==> config.mk <==
export PLATFORM = sky130hd
export DESIGN_NAME = dragster_spi_responder
export DESIGN_NICKNAME = d
export VERILOG_FILES = /design/src/rtl/dragster_spi_responder.sv
export SDC_FILE = /design/constraint.sdc
export NUM_CORES = 1
export LEC_CHECK = 0
export BUFFER_PORTS_ARGS = -buffer_cell sky130_fd_sc_hd__buf_2
export CAP_MARGIN = 20
export CELL_PAD_IN_SITES_DETAIL_PLACEMENT = 1
export CELL_PAD_IN_SITES_GLOBAL_PLACEMENT = 2
export CORE_MARGIN = 2
export CORE_UTILIZATION = 37
export DETAILED_ROUTE_END_ITERATION = 16
export HOLD_SLACK_MARGIN = 0.06
export PLACE_DENSITY = 0.86
export SYNTH_ARGS = -nofsm -noshare
export SYNTH_HDL_FRONTEND = slang
export SYNTH_SLANG_ARGS = --single-unit
==> constraint.sdc <==
create_clock -name clk -period 5.4 [get_ports clk]
set_clock_uncertainty 0.1 [all_clocks]
set_input_delay 0 -clock clk [delete_from_list [all_inputs] [get_ports clk]]
set_output_delay 0 -clock clk [all_outputs]
set_load 0.05 [all_outputs]
==> src/rtl/dragster_spi_responder.sv <==
// dragster_spi_responder: SPI mode-0 target standing in for the Dragster linear
// sensor configuration port. It deserializes 16-bit MSB-first frames
// {data[7:0], rd, addr[6:0]} into an 8-bit register file and exposes the registers
// and write strobes in parallel.
// Optional feature macro: DRAGSTER_SPI_READBACK_EN adds the response register so
// that read frames return register contents on miso. Without it, miso and
// miso_oe are tied low and read frames are dropped.
module dragster_spi_responder #(
  parameter int NUM_REGS    = 16,
  parameter int SYNC_STAGES = 2,
  parameter int UPDATE_ADDR = 1,
  parameter int UPDATE_BIT  = 7
) (
  input  logic                  clk,
  input  logic                  reset,
  input  logic                  sclk,
  input  logic                  mosi,
  input  logic                  ss_n,
  output logic                  miso,
  output logic                  miso_oe,
  output logic                  reg_wr_strobe,
  output logic [6:0]            reg_wr_addr,
  output logic [7:0]            reg_wr_data,
  output logic                  update_pulse,
  output logic                  frame_error,
  output logic [8*NUM_REGS-1:0] cfg_regs
);

  typedef enum logic [1:0] {
    ST_WAIT_IDLE = 2'd0,
    ST_IDLE      = 2'd1,
    ST_SHIFT     = 2'd2,
    ST_COMMIT    = 2'd3
  } state_t;

  state_t state_q, state_d;

  logic [SYNC_STAGES-1:0] sclk_sync_q, sclk_sync_d;
  logic [SYNC_STAGES-1:0] mosi_sync_q, mosi_sync_d;
  logic [SYNC_STAGES-1:0] ss_sync_q, ss_sync_d;
  logic                   sclk_dly_q, sclk_dly_d;
  logic                   ss_dly_q, ss_dly_d;
  logic                   sclk_s, mosi_s, ss_s;
  logic                   sclk_rise_s, ss_fall_s, ss_rise_s;

  logic [15:0]            rx_q, rx_d;
  logic [4:0]             cnt_q, cnt_d;
  logic [8*NUM_REGS-1:0]  cfg_q, cfg_d;
  logic                   strobe_q, strobe_d;
  logic                   upd_q, upd_d;
  logic                   ferr_q, ferr_d;
  logic [6:0]             wr_addr_q, wr_addr_d;
  logic [7:0]             wr_data_q, wr_data_d;

  logic                   frame_ok_s, is_read_s, addr_ok_s;
  logic [6:0]             addr_s;
  logic [7:0]             data_s;

  // Synchroniser shift chains and one-cycle delayed copies for edge detection
  always_comb begin
    sclk_sync_d = {sclk_sync_q[SYNC_STAGES-2:0], sclk};
    mosi_sync_d = {mosi_sync_q[SYNC_STAGES-2:0], mosi};
    ss_sync_d   = {ss_sync_q[SYNC_STAGES-2:0], ss_n};
    sclk_dly_d  = sclk_s;
    ss_dly_d    = ss_s;
  end

  assign sclk_s      = sclk_sync_q[SYNC_STAGES-1];
  assign mosi_s      = mosi_sync_q[SYNC_STAGES-1];
  assign ss_s        = ss_sync_q[SYNC_STAGES-1];
  assign sclk_rise_s = sclk_s & ~sclk_dly_q;
  assign ss_fall_s   = ~ss_s & ss_dly_q;
  assign ss_rise_s   = ss_s & ~ss_dly_q;

  // Frame decode of the received word
  assign frame_ok_s = (cnt_q == 5'd16);
  assign is_read_s  = rx_q[7];
  assign addr_s     = rx_q[6:0];
  assign data_s     = rx_q[15:8];
  assign addr_ok_s  = ({25'd0, addr_s} < NUM_REGS);

  // State register
  always_ff @(posedge clk or posedge reset) begin
    if (reset) begin
      state_q <= ST_WAIT_IDLE;
    end else begin
      state_q <= state_d;
    end
  end

  // Next-state logic; WAIT_IDLE keeps a frame already in flight at reset release from starting
  always_comb begin
    state_d = state_q;
    case (state_q)
      ST_WAIT_IDLE: if (ss_s)      state_d = ST_IDLE;   else state_d = ST_WAIT_IDLE;
      ST_IDLE:      if (ss_fall_s) state_d = ST_SHIFT;  else state_d = ST_IDLE;
      ST_SHIFT:     if (ss_rise_s) state_d = ST_COMMIT; else state_d = ST_SHIFT;
      ST_COMMIT:    state_d = ST_IDLE;
      default:      state_d = ST_WAIT_IDLE;
    endcase
  end

  // Datapath: bit capture, frame commit and one-cycle output pulses
  always_comb begin
    rx_d      = rx_q;
    cnt_d     = cnt_q;
    cfg_d     = cfg_q;
    strobe_d  = 1'b0;
    upd_d     = 1'b0;
    ferr_d    = 1'b0;
    wr_addr_d = wr_addr_q;
    wr_data_d = wr_data_q;
    case (state_q)
      ST_IDLE: begin
        if (ss_fall_s) begin
          cnt_d = 5'd0;
        end else begin
          cnt_d = cnt_q;
        end
      end
      ST_SHIFT: begin
        if (sclk_rise_s && !ss_s) begin
          rx_d  = {rx_q[14:0], mosi_s};
          cnt_d = (cnt_q == 5'd17) ? cnt_q : (cnt_q + 5'd1);
        end else begin
          rx_d  = rx_q;
        end
      end
      ST_COMMIT: begin
        if (!frame_ok_s) begin
          ferr_d = 1'b1;
        end else if (!is_read_s && addr_ok_s) begin
          strobe_d  = 1'b1;
          wr_addr_d = addr_s;
          wr_data_d = data_s;
          upd_d     = (addr_s == 7'(UPDATE_ADDR)) && rx_q[8+UPDATE_BIT];
          for (int i = 0; i < NUM_REGS; i++) begin
            if (addr_s == 7'(i)) begin
              cfg_d[8*i +: 8] = data_s;
            end else begin
              cfg_d[8*i +: 8] = cfg_q[8*i +: 8];
            end
          end
        end else begin
          // Out-of-range writes and read frames leave the register file alone
          cfg_d = cfg_q;
        end
      end
      default: begin
        rx_d = rx_q;
      end
    endcase
  end

  // Synchroniser, shift register, counter, register file and output flops
  always_ff @(posedge clk or posedge reset) begin
    if (reset) begin
      sclk_sync_q <= '0;
      mosi_sync_q <= '0;
      ss_sync_q   <= '0;
      sclk_dly_q  <= 1'b0;
      ss_dly_q    <= 1'b0;
      rx_q        <= 16'h0000;
      cnt_q       <= 5'd0;
      cfg_q       <= '0;
      strobe_q    <= 1'b0;
      upd_q       <= 1'b0;
      ferr_q      <= 1'b0;
      wr_addr_q   <= 7'd0;
      wr_data_q   <= 8'h00;
    end else begin
      sclk_sync_q <= sclk_sync_d;
      mosi_sync_q <= mosi_sync_d;
      ss_sync_q   <= ss_sync_d;
      sclk_dly_q  <= sclk_dly_d;
      ss_dly_q    <= ss_dly_d;
      rx_q        <= rx_d;
      cnt_q       <= cnt_d;
      cfg_q       <= cfg_d;
      strobe_q    <= strobe_d;
      upd_q       <= upd_d;
      ferr_q      <= ferr_d;
      wr_addr_q   <= wr_addr_d;
      wr_data_q   <= wr_data_d;
    end
  end

  assign reg_wr_strobe = strobe_q;
  assign reg_wr_addr   = wr_addr_q;
  assign reg_wr_data   = wr_data_q;
  assign update_pulse  = upd_q;
  assign frame_error   = ferr_q;
  assign cfg_regs      = cfg_q;

`ifdef DRAGSTER_SPI_READBACK_EN
  logic [15:0] resp_q, resp_d;
  logic [15:0] tx_q, tx_d;
  logic [7:0]  rd_data_s;
  logic        sclk_fall_s;

  assign sclk_fall_s = ~sclk_s & sclk_dly_q;

  // Read mux selecting the addressed register
  always_comb begin
    rd_data_s = 8'h00;
    for (int i = 0; i < NUM_REGS; i++) begin
      if (addr_s == 7'(i)) begin
        rd_data_s = cfg_q[8*i +: 8];
      end else begin
        rd_data_s = rd_data_s;
      end
    end
  end

  // Response word for the next frame and the miso shifter; outside SHIFT the
  // shifter tracks the response so bit 15 is ready the moment ss_n falls
  always_comb begin
    resp_d = resp_q;
    tx_d   = tx_q;
    if (state_q == ST_COMMIT && frame_ok_s) begin
      if (is_read_s) begin
        resp_d = addr_ok_s ? {rd_data_s, rx_q[7:0]} : {8'h00, rx_q[7:0]};
      end else begin
        resp_d = rx_q;
      end
    end else begin
      resp_d = resp_q;
    end
    if (state_q == ST_SHIFT) begin
      if (sclk_fall_s && !ss_s) begin
        tx_d = {tx_q[14:0], 1'b0};
      end else begin
        tx_d = tx_q;
      end
    end else begin
      tx_d = resp_q;
    end
  end

  // Response and miso shift registers
  always_ff @(posedge clk or posedge reset) begin
    if (reset) begin
      resp_q <= 16'h0000;
      tx_q   <= 16'h0000;
    end else begin
      resp_q <= resp_d;
      tx_q   <= tx_d;
    end
  end

  // Driver enabled straight from the pin, but never before a clean idle has been seen
  assign miso_oe = ~ss_n & (state_q != ST_WAIT_IDLE);
  assign miso    = miso_oe & tx_q[15];
`else
  assign miso_oe = 1'b0;
  assign miso    = 1'b0;
`endif

endmodule

==> impl_metrics.tcl <==
set metrics [dict create \
    status "finished clean" \
    clk_latency_ns 0.42 \
    yosysWarnings 0 \
    cp_cell_sequence "nor4_4 > nand2_4 > or4_1 > mux2_4" \
    async_flop_share_pct 100 \
    first_pass_iters 4 \
    yosysUniqueCellTypes 36 \
    cap_violations 0 \
    areaGrowthSynthToFinish_pct 22.1 \
    clk_path_buf_depth 2 \
    grt_pass1_vias 4696 \
    path_delay_family "simple AND/OR/NAND/NOR gates" \
    crit_type "reg -> reg" \
    syn_area_per_cell_um2 15.5 \
    fin_crit_sh_pct 49.1 \
    fin_setup_tns_ns 0 \
    r2r_slack_ns 2.75 \
    wl_per_cell_um 20.6 \
    p_leak_nw 4.76 \
    required_ns 5.60 \
    clk_pin_slew_ns 0.06 \
    die_area_um2 19900 \
    syn_inst 450 \
    tritoncts "done" \
    synth_ff_type "dfrtp_1" \
    synth-seq-area-share_pct 63.6 \
    path_buf_inv 0 \
    initial_core_util_pct 37.5 \
    grt.total_usage_pct 18.4 \
    seq_power_share_pct 52.8 \
    yosysTopAreaCellShare_pct 63.6 \
    yosysMostFrequentCell "dfrtp_1" \
    grt_start_max_net_pins 78 \
    clock-sinks 177 \
    portBuffers 150 \
    htree_num_levels 4 \
    p_per_area_nw_per_um2 301 \
    wirelength_um 17400 \
    syn_area_um2 6970 \
    synth_commonest_cells "dfrtp_1, mux2_2, clkbuf_1" \
    grt_setup_unrepaired "false" \
    place.gp.congestion 0.744 \
    finalSetupViolCount 0 \
    cts_made_buffers 17 \
    final_cells 844 \
    die_x_um 141 \
    cts_root_buffer "clkbuf_16" \
    p_int_mw 1.98 \
    startpoint_type "register" \
    antenna_cells 0 \
    ys_ff_latch 177 \
    slowest_delay_ns 0.77 \
    dp_hpwl_um 12000 \
    ir_drop_v 0.000219 \
    power.switching_uw 580 \
    min_period_ns 2.65 \
    dp_cells 808 \
    cp_slowest_cell "or4_1" \
    vias 4287 \
    final_nets 606 \
    cp.arrival_ns 2.85 \
    antenna_found_initial 0 \
    drive_gt1_share_pct 57.2 \
    rows 50 \
    worst_pin_slew_ns 0.976 \
    combPwrFrac_pct 2.8 \
    whs_ns 0.114 \
    critPathMaxFanout 11 \
    synth_edf_count 0 \
    grt_pass1_wl_um 27600 \
    first_iter_violations 114 \
    drcViolationCount 0 \
    end_kind "register" \
    final-hold-violation-count 0 \
    swShare_pct 22.6 \
    core-area_um2 18600 \
    relSlewSlack_pct 34.9 \
    maxSlewViolCount 0 \
    synth_top_area_cell "dfrtp_1" \
    ant_nets 0 \
    max_freq_mhz 377 \
    ios 153 \
    hold_class "in -> reg" \
    fp.dieH_um 141 \
    p_clk_share_pct 44.4 \
    netlist_top_cells_area "dfrtp_1, mux2_2, nor4_4, mux2_4, nand4_1" \
    vias_per_cell 5.08 \
    gr-total-overflow 0 \
]
-- area by class of cell --
class	instances	area, um^2
Clock buffer	21	470
Inverter	5	23.8
Tap cell	234	293
Sequential cell	177	4430
Multi-Input combinational cell	240	2400
Clock inverter	10	72.6
Fill cell	1865	10100
Timing Repair Buffer	157	816
-- through the flow --
stage          utilization (%)  setup WS, ns  total power [mW]  cell area, um^2
6_report                  45.8          2.75              2.56             8510
5_1_grt                   45.8          2.58              2.66             8510
4_1_cts                   45.8          2.74              2.59             8510
3_5_place_dp              42.6          2.76              1.45             7910
3_3_place_gp              42.6          2.84              1.44             7910
2_1_floorplan                -         0.498              1.43             6970
-- cells by family (layout without fill, tap and decap cells) --
kind of cell             after synthesis  count (layout)  share of synthesized area [%]
AO/OA/AOI/OAI                         10              10                          0.844
buffers and inverters                 34             193                           2.03
other                                  1               2                         0.0538
multiplexers                         157             157                           25.8
flip-flops                           177             177                           63.6
AND/OR/NAND/NOR                       68              68                           7.22
adder cells (fa/ha/maj)                3               3                          0.539
-- registers in the layout (all words and copies together), names as in the netlist, 2 cells and up, named ones only --
register and cells:
rx_q 16, cnt_q 5, ss_sync_q 2, reg_wr_data 8, cfg_regs 128, reg_wr_addr 7
sclk_sync_q 2, mosi_sync_q 2
-- worst paths after layout --
| path | startpoint | endpoint | depth (start not counted) |
|---|---|---|---|
| min in group asynchronous | reset | cfg_regs[25] | 4 |
| worst min register to register | ss_sync_q[0] | ss_sync_q[1] | 0 |
| max in group asynchronous | reset | rx_q[1] | 5 |
| worst max register to register | rx_q[7] | cfg_regs[20] | 4 |
| worst max-delay path | rx_q[7] | cfg_regs[20] | 4 |
| worst min-delay path | ss_n | ss_sync_q[0] | 2 |
-- layout by cell type, fill, tap and decap left out, types with 2 or more instances in the layout --
master | Yosys | routed
nor2_1 | 5 | 5
nor4bb_1 | 5 | 5
clkinv_2 | 0 | 3
inv_6 | 0 | 5
mux2_2 | 147 | 147
conb_1 | 1 | 2
and3_1 | 2 | 2
a31oi_1 | 2 | 2
nand2b_1 | 5 | 5
mux2i_1 | 2 | 2
clkinvlp_4 | 0 | 3
nand3_1 | 3 | 3
dfrtp_1 | 177 | 177
mux2_4 | 8 | 8
nor3_1 | 3 | 3
nand2_1 | 12 | 12
clkbuf_16 | 0 | 17
clkbuf_8 | 0 | 3
nand4_1 | 10 | 10
ha_1 | 3 | 3
or3_1 | 2 | 2
nor4b_1 | 2 | 2
o21ai_0 | 5 | 5
buf_2 | 5 | 150
and2_1 | 5 | 5
buf_4 | 2 | 2
nor4_4 | 6 | 6
inv_1 | 5 | 4
dlygate4sd3_1 | 0 | 5
-- timing repair --
action                    CTS  global route
hold endpoints to repair   44             0
hold buffers                5             0
gates resized for setup     0             0
buffers inserted            0             0
-- power by group through the flow --
stage | combinational (mW) | clock (mW) | sequential, mW
final | 0.0712 | 1.14 | 1.35
after global routing | 0.0814 | 1.22 | 1.35
after CTS | 0.0747 | 1.17 | 1.35
after detailed placement | 0.0717 | 0 | 1.38
after global placement | 0.0689 | 0 | 1.38
after floorplan | 0.0579 | 0 | 1.37
-- routing by layer --
metal	GRT usage [%]	part of all wire, %	wire length, um
met5	0	0	0
met3	4.93	6.4	1110
met4	6.95	1.9	328
met2	29.5	48	8370
met1	23.9	44	7560
-- worst reg2reg max path, stage by stage (launching register included) --
cell and delay (ns):
dfrtp_1 0.43, nor4_4 0.63, nand2_4 0.22, or4_1 0.77, mux2_4 0.39
No activity file was read; power rests on OpenSTA's default activity.
